===== config.mk =====
export PLATFORM = sky130hd
export DESIGN_NAME = load_store_unit
export DESIGN_NICKNAME = d
export VERILOG_FILES = /design/src/rtl/load_store_unit.sv
export SDC_FILE = /design/constraint.sdc
export NUM_CORES = 1
export LEC_CHECK = 0
export BUFFER_PORTS_ARGS = -buffer_cell sky130_fd_sc_hd__buf_4
export CAP_MARGIN = 20
export CORE_MARGIN = 2
export CORE_UTILIZATION = 49
export CTS_BUF_LIST = sky130_fd_sc_hd__clkbuf_8 sky130_fd_sc_hd__clkbuf_16
export CTS_CLUSTER_DIAMETER = 30
export DETAILED_ROUTE_END_ITERATION = 16
export GPL_ROUTABILITY_DRIVEN = 0
export PLACE_DENSITY = 0.8
export SYNTH_ARGS = -nofsm -noshare
export SYNTH_HDL_FRONTEND = slang
export SYNTH_SLANG_ARGS = --single-unit

===== constraint.sdc =====
create_clock -name clk -period 3.3 [get_ports clk]
set_input_delay 0.165 -clock clk [delete_from_list [all_inputs] [get_ports clk]]
set_output_delay 0.165 -clock clk [all_outputs]
set_load 0.05 [all_outputs]

===== src/rtl/load_store_unit.sv =====
// Load/store unit: aligns, byte-enables and sign/zero-extends RISC-V loads and stores onto a word-wide memory port with ack watchdog.
// Define LSU_MISALIGNED_SPLIT_EN to perform misaligned accesses (two beats when they cross a word) instead of faulting them.
module load_store_unit #(
    parameter int DATA_W   = 32,
    parameter int ADDR_W   = 32,
    parameter int MAX_WAIT = 16
) (
    input  logic                clk,
    input  logic                reset,
    input  logic                req_valid,
    output logic                req_ready,
    input  logic                req_store,
    input  logic [2:0]          req_funct3,
    input  logic [ADDR_W-1:0]   req_addr,
    input  logic [DATA_W-1:0]   req_wdata,
    output logic                done,
    output logic [DATA_W-1:0]   rdata,
    output logic [1:0]          fault,
    output logic                mem_req,
    output logic                mem_we,
    output logic [ADDR_W-1:0]   mem_addr,
    output logic [DATA_W/8-1:0] mem_be,
    output logic [DATA_W-1:0]   mem_wdata,
    input  logic                mem_ack,
    input  logic [DATA_W-1:0]   mem_rdata
);
    localparam int NB     = DATA_W / 8;
    localparam int OFS    = $clog2(NB);
    localparam int WD_W   = (MAX_WAIT > 1) ? $clog2(MAX_WAIT) + 1 : 1;
    localparam int WD_LIM = (MAX_WAIT > 0) ? MAX_WAIT - 1 : 0;

    typedef enum logic [1:0] {S_IDLE, S_ACC1, S_ACC2, S_DONE} state_t;

    state_t              state_q, state_d;
    logic                store_q, store_d;
    logic [2:0]          f3_q, f3_d;
    logic [ADDR_W-1:0]   addr_q, addr_d;
    logic [DATA_W-1:0]   wdata_q, wdata_d;
    logic [WD_W-1:0]     wd_q, wd_d;
    logic [DATA_W-1:0]   rdata_q, rdata_d;
    logic [1:0]          fault_q, fault_d;

    logic                req_legal;
    int                  o_i;
    int                  sz_i;
    logic [ADDR_W-1:0]   word_addr;
    logic [NB-1:0]       be1;
    logic [DATA_W-1:0]   wd1;
    logic [DATA_W-1:0]   first_w;
    logic [DATA_W-1:0]   raw;
    logic [DATA_W-1:0]   ext;
    logic                sgn;

    // Stores only take B/H/W(/D); loads additionally take the unsigned codes.
    function automatic logic legal_f3(input logic st, input logic [2:0] f3);
        logic ok;
        if (st)
            ok = !f3[2] && ((f3[1:0] != 2'b11) || (DATA_W == 64));
        else if (!f3[2])
            ok = (f3[1:0] != 2'b11) || (DATA_W == 64);
        else
            ok = (f3[1:0] == 2'b00) || (f3[1:0] == 2'b01) ||
                 ((f3[1:0] == 2'b10) && (DATA_W == 64));
        return ok;
    endfunction

    assign req_legal = legal_f3(req_store, req_funct3);
    assign o_i       = int'(addr_q[OFS-1:0]);
    assign sz_i      = 1 << f3_q[1:0];
    assign word_addr = {addr_q[ADDR_W-1:OFS], {OFS{1'b0}}};

`ifdef LSU_MISALIGNED_SPLIT_EN
    logic [DATA_W-1:0] lo_q, lo_d;
    logic              cross;
    logic [NB-1:0]     be2;
    logic [DATA_W-1:0] wd2;

    assign cross   = (o_i + sz_i) > NB;
    assign first_w = (state_q == S_ACC2) ? lo_q : mem_rdata;

    // Second beat carries the lanes that spilled past the top of the first word.
    always_comb begin
        be2 = '0;
        wd2 = '0;
        for (int i = 0; i < NB; i++) begin
            if (i + NB < o_i + sz_i) be2[i] = 1'b1;
            for (int j = 0; j < NB; j++)
                if (i + NB == j + o_i) wd2[8*i +: 8] = wdata_q[8*j +: 8];
        end
    end
`else
    logic [OFS-1:0] req_amask;
    logic           req_mis;

    assign req_amask = OFS'((1 << req_funct3[1:0]) - 1);
    assign req_mis   = |(req_addr[OFS-1:0] & req_amask);
    assign first_w   = mem_rdata;
`endif

    always_comb begin
        be1 = '0;
        wd1 = '0;
        for (int i = 0; i < NB; i++) begin
            if ((i >= o_i) && (i < o_i + sz_i)) be1[i] = 1'b1;
            for (int j = 0; j < NB; j++)
                if (i == j + o_i) wd1[8*i +: 8] = wdata_q[8*j +: 8];
        end
    end

    // Byte b of the result comes from lane o+b, wrapping into the second beat.
    always_comb begin
        raw = '0;
        for (int b = 0; b < NB; b++) begin
            for (int j = 0; j < NB; j++) begin
                if (j == b + o_i) raw[8*b +: 8] = first_w[8*j +: 8];
`ifdef LSU_MISALIGNED_SPLIT_EN
                if (j + NB == b + o_i) raw[8*b +: 8] = mem_rdata[8*j +: 8];
`endif
            end
        end
    end

    always_comb begin
        ext = raw;
        sgn = 1'b0;
        for (int b = 0; b < NB; b++)
            if (b == sz_i - 1) sgn = raw[8*b+7];
        if (f3_q[2]) sgn = 1'b0;
        for (int b = 0; b < NB; b++)
            if (b >= sz_i) ext[8*b +: 8] = {8{sgn}};
    end

    always_comb begin
        state_d   = state_q;
        store_d   = store_q;
        f3_d      = f3_q;
        addr_d    = addr_q;
        wdata_d   = wdata_q;
        wd_d      = wd_q;
        rdata_d   = rdata_q;
        fault_d   = fault_q;
`ifdef LSU_MISALIGNED_SPLIT_EN
        lo_d      = lo_q;
`endif
        req_ready = 1'b0;
        done      = 1'b0;
        mem_req   = 1'b0;
        mem_we    = 1'b0;
        mem_addr  = '0;
        mem_be    = '0;
        mem_wdata = '0;
        unique case (state_q)
            S_IDLE: begin
                req_ready = 1'b1;
                if (req_valid) begin
                    store_d = req_store;
                    f3_d    = req_funct3;
                    addr_d  = req_addr;
                    wdata_d = req_wdata;
                    wd_d    = '0;
                    if (!req_legal) begin
                        fault_d = 2'b11;
                        state_d = S_DONE;
                    end
`ifndef LSU_MISALIGNED_SPLIT_EN
                    else if (req_mis) begin
                        fault_d = 2'b01;
                        state_d = S_DONE;
                    end
`endif
                    else begin
                        state_d = S_ACC1;
                    end
                end
            end
            S_ACC1: begin
                mem_req   = 1'b1;
                mem_we    = store_q;
                mem_addr  = word_addr;
                mem_be    = be1;
                mem_wdata = wd1;
                if (mem_ack) begin
                    wd_d = '0;
`ifdef LSU_MISALIGNED_SPLIT_EN
                    if (cross) begin
                        lo_d    = mem_rdata;
                        state_d = S_ACC2;
                    end else
`endif
                    begin
                        fault_d = 2'b00;
                        state_d = S_DONE;
                        if (!store_q) rdata_d = ext;
                    end
                end else if (MAX_WAIT > 0) begin
                    if (wd_q == WD_W'(WD_LIM)) begin
                        fault_d = 2'b10;
                        state_d = S_DONE;
                    end else begin
                        wd_d = wd_q + 1'b1;
                    end
                end
            end
`ifdef LSU_MISALIGNED_SPLIT_EN
            S_ACC2: begin
                mem_req   = 1'b1;
                mem_we    = store_q;
                mem_addr  = word_addr + ADDR_W'(NB);
                mem_be    = be2;
                mem_wdata = wd2;
                if (mem_ack) begin
                    wd_d    = '0;
                    fault_d = 2'b00;
                    state_d = S_DONE;
                    if (!store_q) rdata_d = ext;
                end else if (MAX_WAIT > 0) begin
                    if (wd_q == WD_W'(WD_LIM)) begin
                        fault_d = 2'b10;
                        state_d = S_DONE;
                    end else begin
                        wd_d = wd_q + 1'b1;
                    end
                end
            end
`endif
            S_DONE: begin
                done    = 1'b1;
                state_d = S_IDLE;
            end
            default: state_d = S_IDLE;
        endcase
    end

    always_ff @(posedge clk) begin
        if (reset) begin
            state_q <= S_IDLE;
            store_q <= 1'b0;
            f3_q    <= '0;
            addr_q  <= '0;
            wdata_q <= '0;
            wd_q    <= '0;
            rdata_q <= '0;
            fault_q <= 2'b00;
`ifdef LSU_MISALIGNED_SPLIT_EN
            lo_q    <= '0;
`endif
        end else begin
            state_q <= state_d;
            store_q <= store_d;
            f3_q    <= f3_d;
            addr_q  <= addr_d;
            wdata_q <= wdata_d;
            wd_q    <= wd_d;
            rdata_q <= rdata_d;
            fault_q <= fault_d;
`ifdef LSU_MISALIGNED_SPLIT_EN
            lo_q    <= lo_d;
`endif
        end
    end

    assign rdata = rdata_q;
    assign fault = fault_q;

endmodule


Word-level counts from Yosys, hierarchy flattened --
Index checks and enable logic that the tools add are counted.
Storage, ports and cells: register bits 109, bits of input ports 104, output and inout port bits 106, logic and storage cells 146
Operators by class: $add $sub $neg 7, order comparisons 12, equality and inequality tests 24, shift operators 2, multiplexer cells 70, bitwise operators 2, reduce and logical (&&, ||, !) cells 21
Operators by type and width (count):
- 8-bit two-way mux | 36
- 3-bit by 32-bit equality test with 1-bit output (first input constant) | 5
- 32-bit logical NOT | 5
- 2-bit by 32-bit equality test with 1-bit output (first input constant) | 4
- 3-bit by 32-bit greater-or-equal comparator with 1-bit output (first input constant) | 2
- 3-bit by 32-bit < comparator with 1-bit output (first input constant) | 2
- 32-bit two-way mux | 2
- 3-bit by 32-bit adder with 32-bit output | 1
- 1-bit by 32-bit greater-or-equal comparator with 1-bit output (first input constant) | 1
- 2-bit by 32-bit greater-or-equal comparator with 1-bit output (first input constant) | 1
- 1-bit by 32-bit < comparator with 1-bit output (first input constant) | 1
- 2-bit by 32-bit < comparator with 1-bit output (first input constant) | 1
- 1-bit by 2-bit << shifter with 32-bit output (first input constant) | 1
- 32-bit by 2-bit subtractor with 32-bit output (second input constant) | 1
- 2-bit two-way mux | 10
- 1-bit two-way mux | 15
- 5-bit two-way mux | 3
- 5-bit case mux with 2 select lines | 1
- 2-bit by 3-bit equality test with 1-bit output (first input constant) | 3
- 3-bit != test (second input constant) | 3
- 2-bit case mux with 2 select lines | 2
- 2-bit by 2-bit adder with 3-bit output (first input constant) | 2
- 3-bit AND reduction | 2
- 5-bit by 1-bit adder with 5-bit output (second input constant) | 1
- 22 further kinds | 33

Longest topological paths before layout --
Gate-level depths: netlist (run 1).
depth after elaboration 11, mapped depth 10, gate-level depth less buffers 8

Least setup slack after synthesis (run 1) --
No wires, ideal clock.
path kind reg-to-output, start register addr_q[1], end output port mem_be[2], arrival time 3.008 ns, data required time 3.135 ns, slack 0.127 ns, cell stages (with the launch flop) 10, path through dfxtp_1 -> buf_2 -> buf_1 -> buf_2 -> xnor2_1 -> ha_1 -> a21boi_0 -> a21oi_1 -> o32ai_1 -> a221oi_1
Between the ends: longest elaborated chain between the ends 5, elaborated cells between the ends (all ways) 6, classes of those cells add/sub: 1; order compare: 2; mux: 2; reduce/logical: 1
RTL lines:
- start, declared | RTL line 37 | logic [ADDR_W-1:0] addr_q, addr_d;
- start signal, assigned | RTL line 251 | addr_q <= addr_d;
- 3-bit by 32-bit adder with 32-bit output | RTL line 104 | if ((i >= o_i) && (i < o_i + sz_i)) be1[i] = 1'b1;
- 3-bit by 32-bit < comparator with 1-bit output | RTL line 104
- 1-bit logical AND * | RTL line 104
- 1-bit two-way mux * | RTL line 104
- 4-bit two-way mux * | RTL line 152 | unique case (state_q)
- end, declared | RTL line 22 | output logic [DATA_W/8-1:0] mem_be,
Every way passes the cells marked *; elsewhere a longest branch is shown, timed or not.

Final worst setup path (run 1) --
start register addr_q[1], end output port mem_wdata[7]
Between the ends: longest elaborated chain between the ends 6, elaborated cells between the ends (all ways) 12, classes of those cells add/sub: 3; mux: 5; reduce/logical: 4
RTL lines:
- 1-bit by 2-bit adder with 3-bit output or 32-bit logical NOT (tied branches) | RTL line 106 | if (i == j + o_i) wd1[8*i +: 8] = wdata_q[8*j +: 8];
- 32-bit logical NOT or 8-bit two-way mux (tied branches) | RTL line 106
- 8-bit two-way mux (2 in series) | RTL line 106
- 8-bit two-way mux * | RTL line 106
- 32-bit two-way mux * | RTL line 152
- end, declared | RTL line 23 | output logic [DATA_W-1:0] mem_wdata,
Marks and branches as above.

==> impl_metrics.env, run 1 <==
export IMPL_overflow=0
export IMPL_critPathMostFrequentCell="buf_4"
export IMPL_reg2reg_to="rdata[31]$_SDFFE_PP0P_"
export IMPL_first_global_vias=5269
export IMPL_min_period_ns=2.76
export IMPL_cts_sinks=109
export IMPL_cts_resized=0
export IMPL_power_mw=3.12
export IMPL_synth_edff_count=0
export IMPL_cap_violations=0
export IMPL_path_max_fanout=27
export IMPL_clk_latency_ns=0.38
export IMPL_synth_area_um2=5460
export IMPL_synthTopCellsByCount="nand2_1 (173), dfxtp_1 (109), a21oi_1 (101)"
export IMPL_first_iter_violations=288
export IMPL_start_kind="flip-flop"
export IMPL_synth_warnings=0
export IMPL_rr_worst_depth=4
export IMPL_firstDrtPassIters=4
export IMPL_fin_hold_ws_ns=0.0261
export IMPL_vias=5457
export IMPL_tritoncts="yes"
export IMPL_worst_ep_arrival_time_ns=2.59
export IMPL_synth_ff_type="dfxtp_1"
export IMPL_rrSetupSlack_ns=0.88
export IMPL_combPwrFrac_pct=26.9
export IMPL_hold_violations=0
export IMPL_clkPwrFrac_pct=25.7
export IMPL_clock_skew_ns=0.00707
export IMPL_ys_seq_area_share_pct=40.0
export IMPL_htree_levels=3
export IMPL_p_leak_nw=3.01
export IMPL_yosysTopAreaCell="dfxtp_1"
export IMPL_whs_path_depth=3
export IMPL_grt_usage_pct=25.8
export IMPL_fin_nets=982
export IMPL_global_route_usage_met1_pct=31.3
export IMPL_die_y_um=110
export IMPL_antennaDiodeCount=0
export IMPL_stdcell_area_um2=7190
export IMPL_crit_chain="buf_4 -> nand2b_1 -> nor2_1 -> and2_1 -> buf_4"
export IMPL_cts_buffer_depth=2
export IMPL_power_density_nw_per_um2=434
export IMPL_syn_to_final_growth_pct=31.8
export IMPL_portBuffers=207
export IMPL_seq_power_share_pct=47.4
export IMPL_grt_pass1_wl_um=24300
export IMPL_placed_area_um2=7000
export IMPL_holdCritPathClass="in2reg"
export IMPL_holdPathEnd="addr_q[5]$_SDFFE_PP0P_"
export IMPL_synth_area_per_cell_um2=7.75
export IMPL_slew_viol_final=0
export IMPL_cp_slowest_stage_delay_ns=0.70
export IMPL_yosys_top_cells_area="dfxtp_1 (40%), nand2_1 (12%), a21oi_1 (9.3%)"
export IMPL_cts_hold_buf=0
export IMPL_r2r_start="addr_q[0]$_SDFFE_PP0P_"
export IMPL_setup_tns_ns=0
export IMPL_cp_top_family="simple AND/OR/NAND/NOR gates"
export IMPL_setup_viol=0
export IMPL_postRouteAntennaNets=0
export IMPL_placementRows=38
export IMPL_pre_cts_ws_ns=0.888
export IMPL_crit_required_ns=3.13
export IMPL_dp_hpwl_um=11600
export IMPL_syn_inst=704
export IMPL_cts_root_buf="clkbuf_8"
export IMPL_gr_usage_met3_pct=4.33
export IMPL_min_period_over_period_pct=83.6
export IMPL_synth_most_common_cell="nand2_1"
export IMPL_synth_cell_types=44
export IMPL_die_area_um2=12000
export IMPL_relSlewSlack_pct=31.7
export IMPL_finalWirelength_um=15700
export IMPL_p_int_mw=2.08
export IMPL_criticalPathCategory="reg2out"
export IMPL_tightest_slew_ns=1.02
export IMPL_swShare_pct=33.4
export IMPL_ys_ff_latch=109
export IMPL_die_w_um=110
export IMPL_core_um2=10800
export IMPL_cts_setup_buffers=0
export IMPL_wl_per_cell_um=15.4
export IMPL_status="completed"
export IMPL_critPathBufInv=2
export IMPL_fin_ws_ns=0.541
export IMPL_power_switching_mw=1.04
export IMPL_start_util_pct=50.3
export IMPL_clkTransAtPathRegs_ns=0.10
export IMPL_yosysTopAreaCellShare_pct=40.0
export IMPL_hold_start="req_addr[5]"
export IMPL_gr_usage_met2_pct=44.5
export IMPL_crit_slowest_cell="dfxtp_2"
export IMPL_busiest_layer="met2"
export IMPL_worstSetupEndpointType="output port"
export IMPL_max_freq_ghz=0.362
export IMPL_grt_antenna_before_repair=0
export IMPL_peakVddDrop_v=0.000237
export IMPL_avgViaCountPerCell=5.36
export IMPL_drc=0
export IMPL_cts_inserted_buffers=9
export IMPL_rsz0062_at_grt="no"
export IMPL_synthArstFlopShare_pct=0
export IMPL_ios=210
export IMPL_grt_max_degree=97
export IMPL_drive_gt1_share_pct=30.8
power by group through the flow:
| stage | clock network [mW] | logic (mW) | registers (mW) |
|---|---|---|---|
| 4_1_cts | 0.815 | 0.844 | 1.48 |
| 5_1_grt | 0.872 | 0.907 | 1.49 |
| 6_report | 0.802 | 0.841 | 1.48 |
| 3_5_place_dp | 0 | 0.841 | 1.51 |
| 3_3_place_gp | 0 | 0.822 | 1.50 |
| 2_1_floorplan | 0 | 0.490 | 1.57 |
registers in the layout (all words and copies together), names as in the netlist:
register,count
addr_q,32
f3_q,3
fault,2
rdata,32
state_q,2
store_q,1
wd_q,5
wdata_q,32
per-stage QoR:
stage               utilization, %  std cells
detailed placement            64.6       1002
CTS                           66.3       1018
finish                        66.3       1018
global route                  66.3       1018
global placement              64.6       1002
floorplan                        -        705
layout by cell type, fill, tap and decap left out, types with 2 or more instances in the layout:
master | synthesis | final
a211oi_1 | 22 | 22
nor3_1 | 12 | 11
or4b_1 | 2 | 2
o211ai_1 | 7 | 7
or3_1 | 2 | 2
nand2_1 | 173 | 172
clkbuf_8 | 0 | 10
and2_1 | 42 | 41
mux2i_1 | 25 | 25
o2bb2ai_1 | 7 | 7
nor2b_1 | 13 | 13
nand2b_1 | 6 | 6
dfxtp_2 | 0 | 2
inv_1 | 7 | 8
clkinv_2 | 0 | 4
nor2_1 | 57 | 57
or2_2 | 2 | 2
ha_1 | 5 | 5
and3_1 | 2 | 2
o21ai_0 | 4 | 4
conb_1 | 1 | 2
nand3_1 | 2 | 2
mux2_2 | 17 | 17
a211oi_2 | 10 | 10
dfxtp_1 | 109 | 107
a311oi_1 | 2 | 2
buf_4 | 2 | 217
a21oi_1 | 101 | 101
per-layer routing:
metal / wire (um) / part of all wire [%]
met1: 6470 / 41
met2: 7740 / 49
met3: 1030 / 6.5
met4: 439 / 2.8
met5: 0 / 0
cells by family (layout without fill, tap and decap cells):
family	Yosys count	after routing	share of synthesized area, %
xor+xnor	1	1	0.161
flops	109	109	40.0
compound gates	163	163	19.1
buf+inv	67	240	5.50
other cells	1	2	0.0687
fa+ha+maj	5	5	1.15
simple gates	315	315	25.5
mux	43	43	8.51
tightest hold or removal path: stages:
cell,delay (ns)
buf_4,0.11
nand2_1,0.04
a21oi_1,0.05
cell type report:
class	count	area, um2
fill	943	3650
multi-input combinational	529	2990
sequential	109	2180
timing repair buffer	217	1630
tap	140	175
clock buffer	10	138
clock inverter	6	53.8
inverter	7	26.3
worst max-delay path by stage:
stage                                      start                      to  slack (ns)  depth (start not counted)
after global routing        f3_q[0]$_SDFFE_PP0P_               mem_be[2]        0.34                          9
after CTS                   f3_q[0]$_SDFFE_PP0P_               mem_be[2]        0.53                          9
final                     addr_q[1]$_SDFFE_PP0P_            mem_wdata[7]        0.54                          5
after floorplan           addr_q[1]$_SDFFE_PP0P_               mem_be[2]        0.13                          9
after detailed placement  addr_q[0]$_SDFFE_PP0P_  rdata[20]$_SDFFE_PP0P_        0.89                          4
after global placement    addr_q[0]$_SDFFE_PP0P_  rdata[31]$_SDFFE_PP0P_        0.99                          4
(Power assumes the default switching activity.)
==> run 2, diff against run 1 <==
--- a/config.mk
+++ b/config.mk
@@ -8,12 +8,12 @@
 export BUFFER_PORTS_ARGS = -buffer_cell sky130_fd_sc_hd__buf_4
 export CAP_MARGIN = 20
 export CORE_MARGIN = 2
-export CORE_UTILIZATION = 49
+export CORE_UTILIZATION = 45
 export CTS_BUF_LIST = sky130_fd_sc_hd__clkbuf_8 sky130_fd_sc_hd__clkbuf_16
 export CTS_CLUSTER_DIAMETER = 30
 export DETAILED_ROUTE_END_ITERATION = 16
 export GPL_ROUTABILITY_DRIVEN = 0
-export PLACE_DENSITY = 0.8
+export PLACE_DENSITY = 0.77
 export SYNTH_ARGS = -nofsm -noshare
 export SYNTH_HDL_FRONTEND = slang
 export SYNTH_SLANG_ARGS = --single-unit
==> constraint.sdc (replaced) <==
create_clock -name clk -period 2.38 [get_ports clk]
set_input_delay 0.119 -clock clk [delete_from_list [all_inputs] [get_ports clk]]
set_output_delay 0.119 -clock clk [all_outputs]
set_load 0.05 [all_outputs]
==> run 2 against run 1 <==
Compared with the run above: non-clock buffer count up 15; largest power group unchanged; clock-buffer cell count up 1; cell count up 2.0%; first-iteration DRC count down 8.7%; wire length up 1.3%; sequential power up 37%; utilization down 3.1 points; clock power up 73%; cell area up 4.7%; register-to-register slack worse by 0.54 ns; die area up 8.6%; sequential cell count unchanged.
==> impl_metrics.env, run 2 (synthesis results as in run 1) <==
export IMPL_max_freq_ghz=0.433
export IMPL_overflow=0
export IMPL_wl_per_cell_um=15.3
export IMPL_cts_sinks=109
export IMPL_reg2reg_to="wd_q[2]$_SDFFE_PP0P_"
export IMPL_avgViaCountPerCell=5.17
export IMPL_grt_max_degree=61
export IMPL_grt_pass1_wl_um=24900
export IMPL_wl_met2_um=7840
export IMPL_rsz0062_at_grt="yes"
export IMPL_criticalPathCategory="reg2out"
export IMPL_critPathMostFrequentCell="buf_6"
export IMPL_status="completed"
export IMPL_whs_path_depth=3
export IMPL_drive_gt1_share_pct=33.2
export IMPL_p_leak_nw=3.13
export IMPL_ios=210
export IMPL_clkTransAtPathRegs_ns=0.06
export IMPL_die_y_um=114
export IMPL_min_period_ns=2.31
export IMPL_grt_usage_pct=24.1
export IMPL_power_density_nw_per_um2=620
export IMPL_cap_violations=0
export IMPL_start_kind="flip-flop"
export IMPL_die_w_um=114
export IMPL_cts_inserted_buffers=9
export IMPL_fin_nets=997
export IMPL_relSlewSlack_pct=54.3
export IMPL_top_layer_used="met4"
export IMPL_slew_viol_final=0
export IMPL_fillers=1127
export IMPL_first_iter_violations=263
export IMPL_min_period_over_period_pct=97.0
export IMPL_antennaDiodeCount=0
export IMPL_met3_length_um=1000
export IMPL_clock_skew_ns=0.00869
export IMPL_placementRows=40
export IMPL_holdPathEnd="addr_q[15]$_SDFFE_PP0P_"
export IMPL_hold_start="req_addr[15]"
export IMPL_core_um2=11900
export IMPL_r2r_start="wd_q[0]$_SDFFE_PP0P_"
export IMPL_holdCritPathClass="in2reg"
export IMPL_cp_startpoint="f3_q[1]$_SDFFE_PP0P_"
export IMPL_drc=0
export IMPL_firstDrtPassIters=4
export IMPL_final_cell_mix="buf_4 (224), nand2_1 (172), dfxtp_1 (105), a21oi_1 (100), nor2_1 (55)"
export IMPL_tightest_slew_ns=0.686
export IMPL_die_area_um2=13000
export IMPL_power_mw=4.67
export IMPL_rr_worst_depth=6
export IMPL_worstSetupEndpointType="output port"
export IMPL_portBuffers=207
export IMPL_finalWirelength_um=15900
export IMPL_postRouteAntennaNets=0
export IMPL_worst_ep_arrival_time_ns=2.19
export IMPL_first_global_vias=5075
export IMPL_clk_latency_ns=0.35
export IMPL_syn_to_final_growth_pct=38.0
export IMPL_path_max_fanout=4
export IMPL_start_util_pct=45.8
export IMPL_fin_hold_ws_ns=0.00750
export IMPL_vias=5366
export IMPL_grt_antenna_before_repair=0
export IMPL_cts_root_buf="clkbuf_16"
export IMPL_crit_slowest_cell="dfxtp_2"
export IMPL_crit_chain="buf_6 -> nand2b_4 -> xnor2_1 -> ha_2 -> a21boi_2 -> a21oi_1 -> o32ai_1 -> buf_4 -> a221oi_4 -> buf_6"
export IMPL_mostFrequentLayoutCell="buf_4"
export IMPL_wl_met1_um=6700
export IMPL_dp_hpwl_um=11300
export IMPL_setup_viol=0
export IMPL_rrSetupSlack_ns=0.34
export IMPL_htree_levels=3
export IMPL_hold_violations=0
export IMPL_tritoncts="yes"
export IMPL_peakVddDrop_v=0.000556
export IMPL_cp_slowest_stage_delay_ns=0.32
export IMPL_crit_required_ns=2.26
export IMPL_cts_buffer_depth=2
## run 2: how the worst max path moves through the flow
stage | cells past startpoint | slack [ns] | to
2_1_floorplan | 9 | -0.03 | mem_be[2]
4_1_cts | 10 | 0.0001 | mem_be[2]
3_3_place_gp | 10 | 0.33 | mem_be[2]
5_1_grt | 10 | -0.02 | mem_be[2]
3_5_place_dp | 10 | 0.29 | mem_be[2]
6_report | 10 | 0.07 | mem_be[2]
## run 2: layout make-up
cell class                 instances  area (um2)  area share [%]
inverter                           7        26.3           0.349
sequential                       109        2190            29.0
multi-input combinational        529        3070            40.8
tap                              147         184            2.44
clock inverter                     3        15.0           0.199
clock buffer                      11         253            3.36
timing repair buffer             232        1790            23.8
## run 2: stage by stage
| stage | instances | setup slack, ns | area (um2) | setup TNS [ns] | util (%) |
|---|---|---|---|---|---|
| 5_1_grt | 1038 | -0.0223 | 7530 | -0.0223 | 63.2 |
| 3_5_place_dp | 1018 | 0.289 | 7180 | 0 | 60.2 |
| 3_3_place_gp | 1018 | 0.327 | 7180 | 0 | 60.2 |
| 2_1_floorplan | 705 | -0.0255 | 5520 | -0.0255 | - |
| 6_report | 1038 | 0.0725 | 7530 | 0 | 63.2 |
| 4_1_cts | 1034 | 0.000102 | 7470 | 0 | 62.7 |
## run 2: per-layer routing
metal  vias to the layer above  global-route usage, %
met2                       156                   40.2
li1                       2720                      -
met3                        25                   7.09
met1                      2465                   29.6
met4                         0                   8.62
met5                         -                      0
## run 2: critical path: cells and delay by family, from the launching register on
kind | cells | cell delay (ns)
buffers and inverters | 3 | 0.48
AO/OA/AOI/OAI | 4 | 0.60
adder cells (fa/ha/maj) | 1 | 0.18
flip-flops | 1 | 0.32
AND/OR/NAND/NOR | 1 | 0.13
XOR/XNOR | 1 | 0.12
## run 2: what timing repair did
action	in CTS	in global routing
endpoints found under the hold margin	2	1
buffers inserted	0	3
cloned	0	0
endpoints found under the setup margin	3	6
gates resized for setup	3	8
hold buffers	2	1
pin swaps	1	5
## run 2: power by group
group,switching [mW],internal (mW)
registers,0.0804,1.95
clock network,0.643,0.748
logic,0.780,0.471
total,1.50,3.17
==> run 3, diff against run 2 <==
--- a/config.mk
+++ b/config.mk
@@ -8,12 +8,13 @@
 export BUFFER_PORTS_ARGS = -buffer_cell sky130_fd_sc_hd__buf_4
 export CAP_MARGIN = 20
 export CORE_MARGIN = 2
-export CORE_UTILIZATION = 45
+export CORE_UTILIZATION = 49
 export CTS_BUF_LIST = sky130_fd_sc_hd__clkbuf_8 sky130_fd_sc_hd__clkbuf_16
 export CTS_CLUSTER_DIAMETER = 30
 export DETAILED_ROUTE_END_ITERATION = 16
 export GPL_ROUTABILITY_DRIVEN = 0
-export PLACE_DENSITY = 0.77
+export PLACE_DENSITY = 0.8
+export SETUP_SLACK_MARGIN = 0.3
 export SYNTH_ARGS = -nofsm -noshare
 export SYNTH_HDL_FRONTEND = slang
 export SYNTH_SLANG_ARGS = --single-unit
==> constraint.sdc (replaced) <==
create_clock -name clk -period 2.6 [get_ports clk]
set_input_delay 0.13 -clock clk [delete_from_list [all_inputs] [get_ports clk]]
set_output_delay 0.13 -clock clk [all_outputs]
set_load 0.05 [all_outputs]
==> run 3 against run 2 <==
Compared with the run above: critical path depth unchanged; largest cell class unchanged; sequential cell count is the same; register-to-register slack better by 0.14 ns; non-clock buffer count up 41; largest power group unchanged; utilization rose by 10 points; cell area grew 5.6%; critical path type unchanged; clock-buffer cell count decreased by 2; sequential power decreased by 8%; global-route usage is 4.4 points higher; first-iteration DRC count increased by 34%; clock skew is 0.0025 ns higher.
==> impl_metrics.env, run 3 (synthesis results as in run 1) <==
export IMPL_p_int_mw=2.89
export IMPL_seq_power_share_pct=43.6
export IMPL_drive_gt1_share_pct=32.3
export IMPL_fin_util_pct=73.3
export IMPL_clkPwrFrac_pct=27.8
export IMPL_grt_antenna_before_repair=0
export IMPL_cts_sinks=109
export IMPL_dp_cells=1008
export IMPL_first_global_vias=5683
export IMPL_cap_violations=0
export IMPL_setup_tns_ns=0
export IMPL_htree_levels=3
export IMPL_clk_latency_ns=0.37
export IMPL_portBuffers=207
export IMPL_tritoncts="yes"
export IMPL_firstDrtPassIters=6
export IMPL_vias=5839
export IMPL_path_max_fanout=4
export IMPL_overflow=0
export IMPL_p_leak_nw=3.30
export IMPL_first_iter_violations=352
export IMPL_rr_worst_depth=6
export IMPL_die_y_um=110
export IMPL_syn_to_final_growth_pct=45.7
export IMPL_cts_root_buf="clkbuf_8"
export IMPL_slew_viol_final=0
export IMPL_grt_pass1_wl_um=27000
export IMPL_placementRows=38
export IMPL_start_kind="flip-flop"
export IMPL_antennaDiodeCount=0
export IMPL_postRouteAntennaNets=0
export IMPL_power_switching_mw=1.39
export IMPL_cts_inserted_buffers=9
export IMPL_dp_hpwl_um=11900
export IMPL_peakVddDrop_v=0.000348
export IMPL_whs_path_depth=3
export IMPL_die_w_um=110
export IMPL_core_um2=10800
export IMPL_clkTransAtPathRegs_ns=0.10
export IMPL_crit_required_ns=2.47
export IMPL_start_util_pct=50.3
export IMPL_tightest_slew_ns=0.688
export IMPL_min_period_ns=2.38
export IMPL_setup_viol=0
export IMPL_mostFrequentLayoutCell="buf_4"
export IMPL_status="completed"
export IMPL_grt_max_degree=62
export IMPL_power_density_nw_per_um2=539
export IMPL_min_period_over_period_pct=91.6
export IMPL_stdcell_count=1073
export IMPL_swShare_pct=32.5
export IMPL_worst_ep_arrival_time_ns=2.25
export IMPL_fin_hold_ws_ns=0.0131
export IMPL_max_freq_ghz=0.420
export IMPL_cts_buffer_depth=2
export IMPL_ios=210
export IMPL_drc=0
export IMPL_clock_skew_ns=0.0112
export IMPL_criticalPathCategory="reg2out"
export IMPL_rsz0062_at_grt="yes"
export IMPL_combPwrFrac_pct=28.6
export IMPL_hold_violations=0
export IMPL_wl_per_cell_um=16.4
export IMPL_fin_nets=1038
export IMPL_grt_usage_pct=28.5
export IMPL_final_cell_mix="buf_4 (220), nand2_1 (172), dfxtp_1 (105), a21oi_1 (99), nor2_1 (55)"
export IMPL_avgViaCountPerCell=5.44
export IMPL_holdCritPathClass="in2reg"
export IMPL_finalWirelength_um=17600
export IMPL_die_area_um2=12000
export IMPL_worstSetupEndpointType="output port"
export IMPL_relSlewSlack_pct=54.1
## run 3: changes by cell type in the layout (fill, tap and decap cells not counted), moves of 2 or more
cell / previous run / this run
buf_4: 224 / 220
buf_6: 2 / 5
bufinv_16: 0 / 3
clkbuf_16: 9 / 0
clkbuf_8: 2 / 9
dlygate4sd3_1: 3 / 45
ha_2: 2 / 0
ha_4: 0 / 2
## run 3: metal layers
metal	global-route usage [%]	share of wire, %	vias to the layer above
met3	7.05	8.9	34
met4	9.13	1.8	0
li1	-	-	2809
met2	48.5	49	292
met5	0	0	-
met1	35.4	41	2704
## run 3: power groups by stage
| stage | clock (mW) | combinational (mW) | sequential [mW] |
|---|---|---|---|
| 3_3_place_gp | 0 | 1.10 | 1.89 |
| 3_5_place_dp | 0 | 1.13 | 1.90 |
| 5_1_grt | 1.27 | 1.31 | 1.88 |
| 4_1_cts | 1.21 | 1.20 | 1.86 |
| 2_1_floorplan | 0 | 0.640 | 2.00 |
| 6_report | 1.19 | 1.23 | 1.87 |
## run 3: worst max-delay path: stages, from the launching register on
cell	delay [ns]
dfxtp_2	0.37
or2_4	0.13
inv_2	0.04
ha_4	0.16
ha_4	0.16
a21boi_2	0.15
a21oi_2	0.15
o32ai_2	0.10
buf_4	0.17
a221oi_4	0.25
buf_6	0.20
## run 3: stage by stage
| step | worst slack (ns) | total power [mW] | area, um2 |
|---|---|---|---|
| finish | 0.218 | 4.28 | 7950 |
| global route | 0.124 | 4.46 | 7950 |
| CTS | 0.223 | 4.27 | 7890 |
| detailed placement | 0.197 | 3.03 | 7140 |
| global placement | 0.280 | 3.00 | 7140 |
| floorplan | 0.183 | 2.64 | 5530 |
## run 3: worst paths after layout
path                                         startpoint                      end  slack, ns
worst max-delay path               f3_q[1]$_SDFFE_PP0P_                mem_be[2]       0.22
worst max register to register     wd_q[0]$_SDFFE_PP0P_     wd_q[2]$_SDFFE_PP0P_       0.48
worst min register to register  addr_q[22]$_SDFFE_PP0P_  addr_q[22]$_SDFFE_PP0P_       0.45
worst min-delay path                        req_addr[4]   addr_q[4]$_SDFFE_PP0P_       0.01
## run 3: what timing repair did
| action | in CTS | in global routing |
|---|---|---|
| resized for setup | 13 | 10 |
| buffers inserted | 4 | 1 |
| hold buffers | 43 | 2 |
| hold endpoints to repair | 43 | 2 |
| pin swaps | 4 | 0 |
| endpoints found under the setup margin | 9 | 20 |
## run 3: final cells by class
| class | instances | area, um2 |
|---|---|---|
| multi-input combinational | 529 | 3110 |
| fill | 815 | 2890 |
| timing repair buffer | 273 | 2210 |
| sequential | 109 | 2190 |
| tap | 140 | 175 |
| clock buffer | 9 | 124 |
| clock inverter | 6 | 105 |
| inverter | 7 | 26.3 |
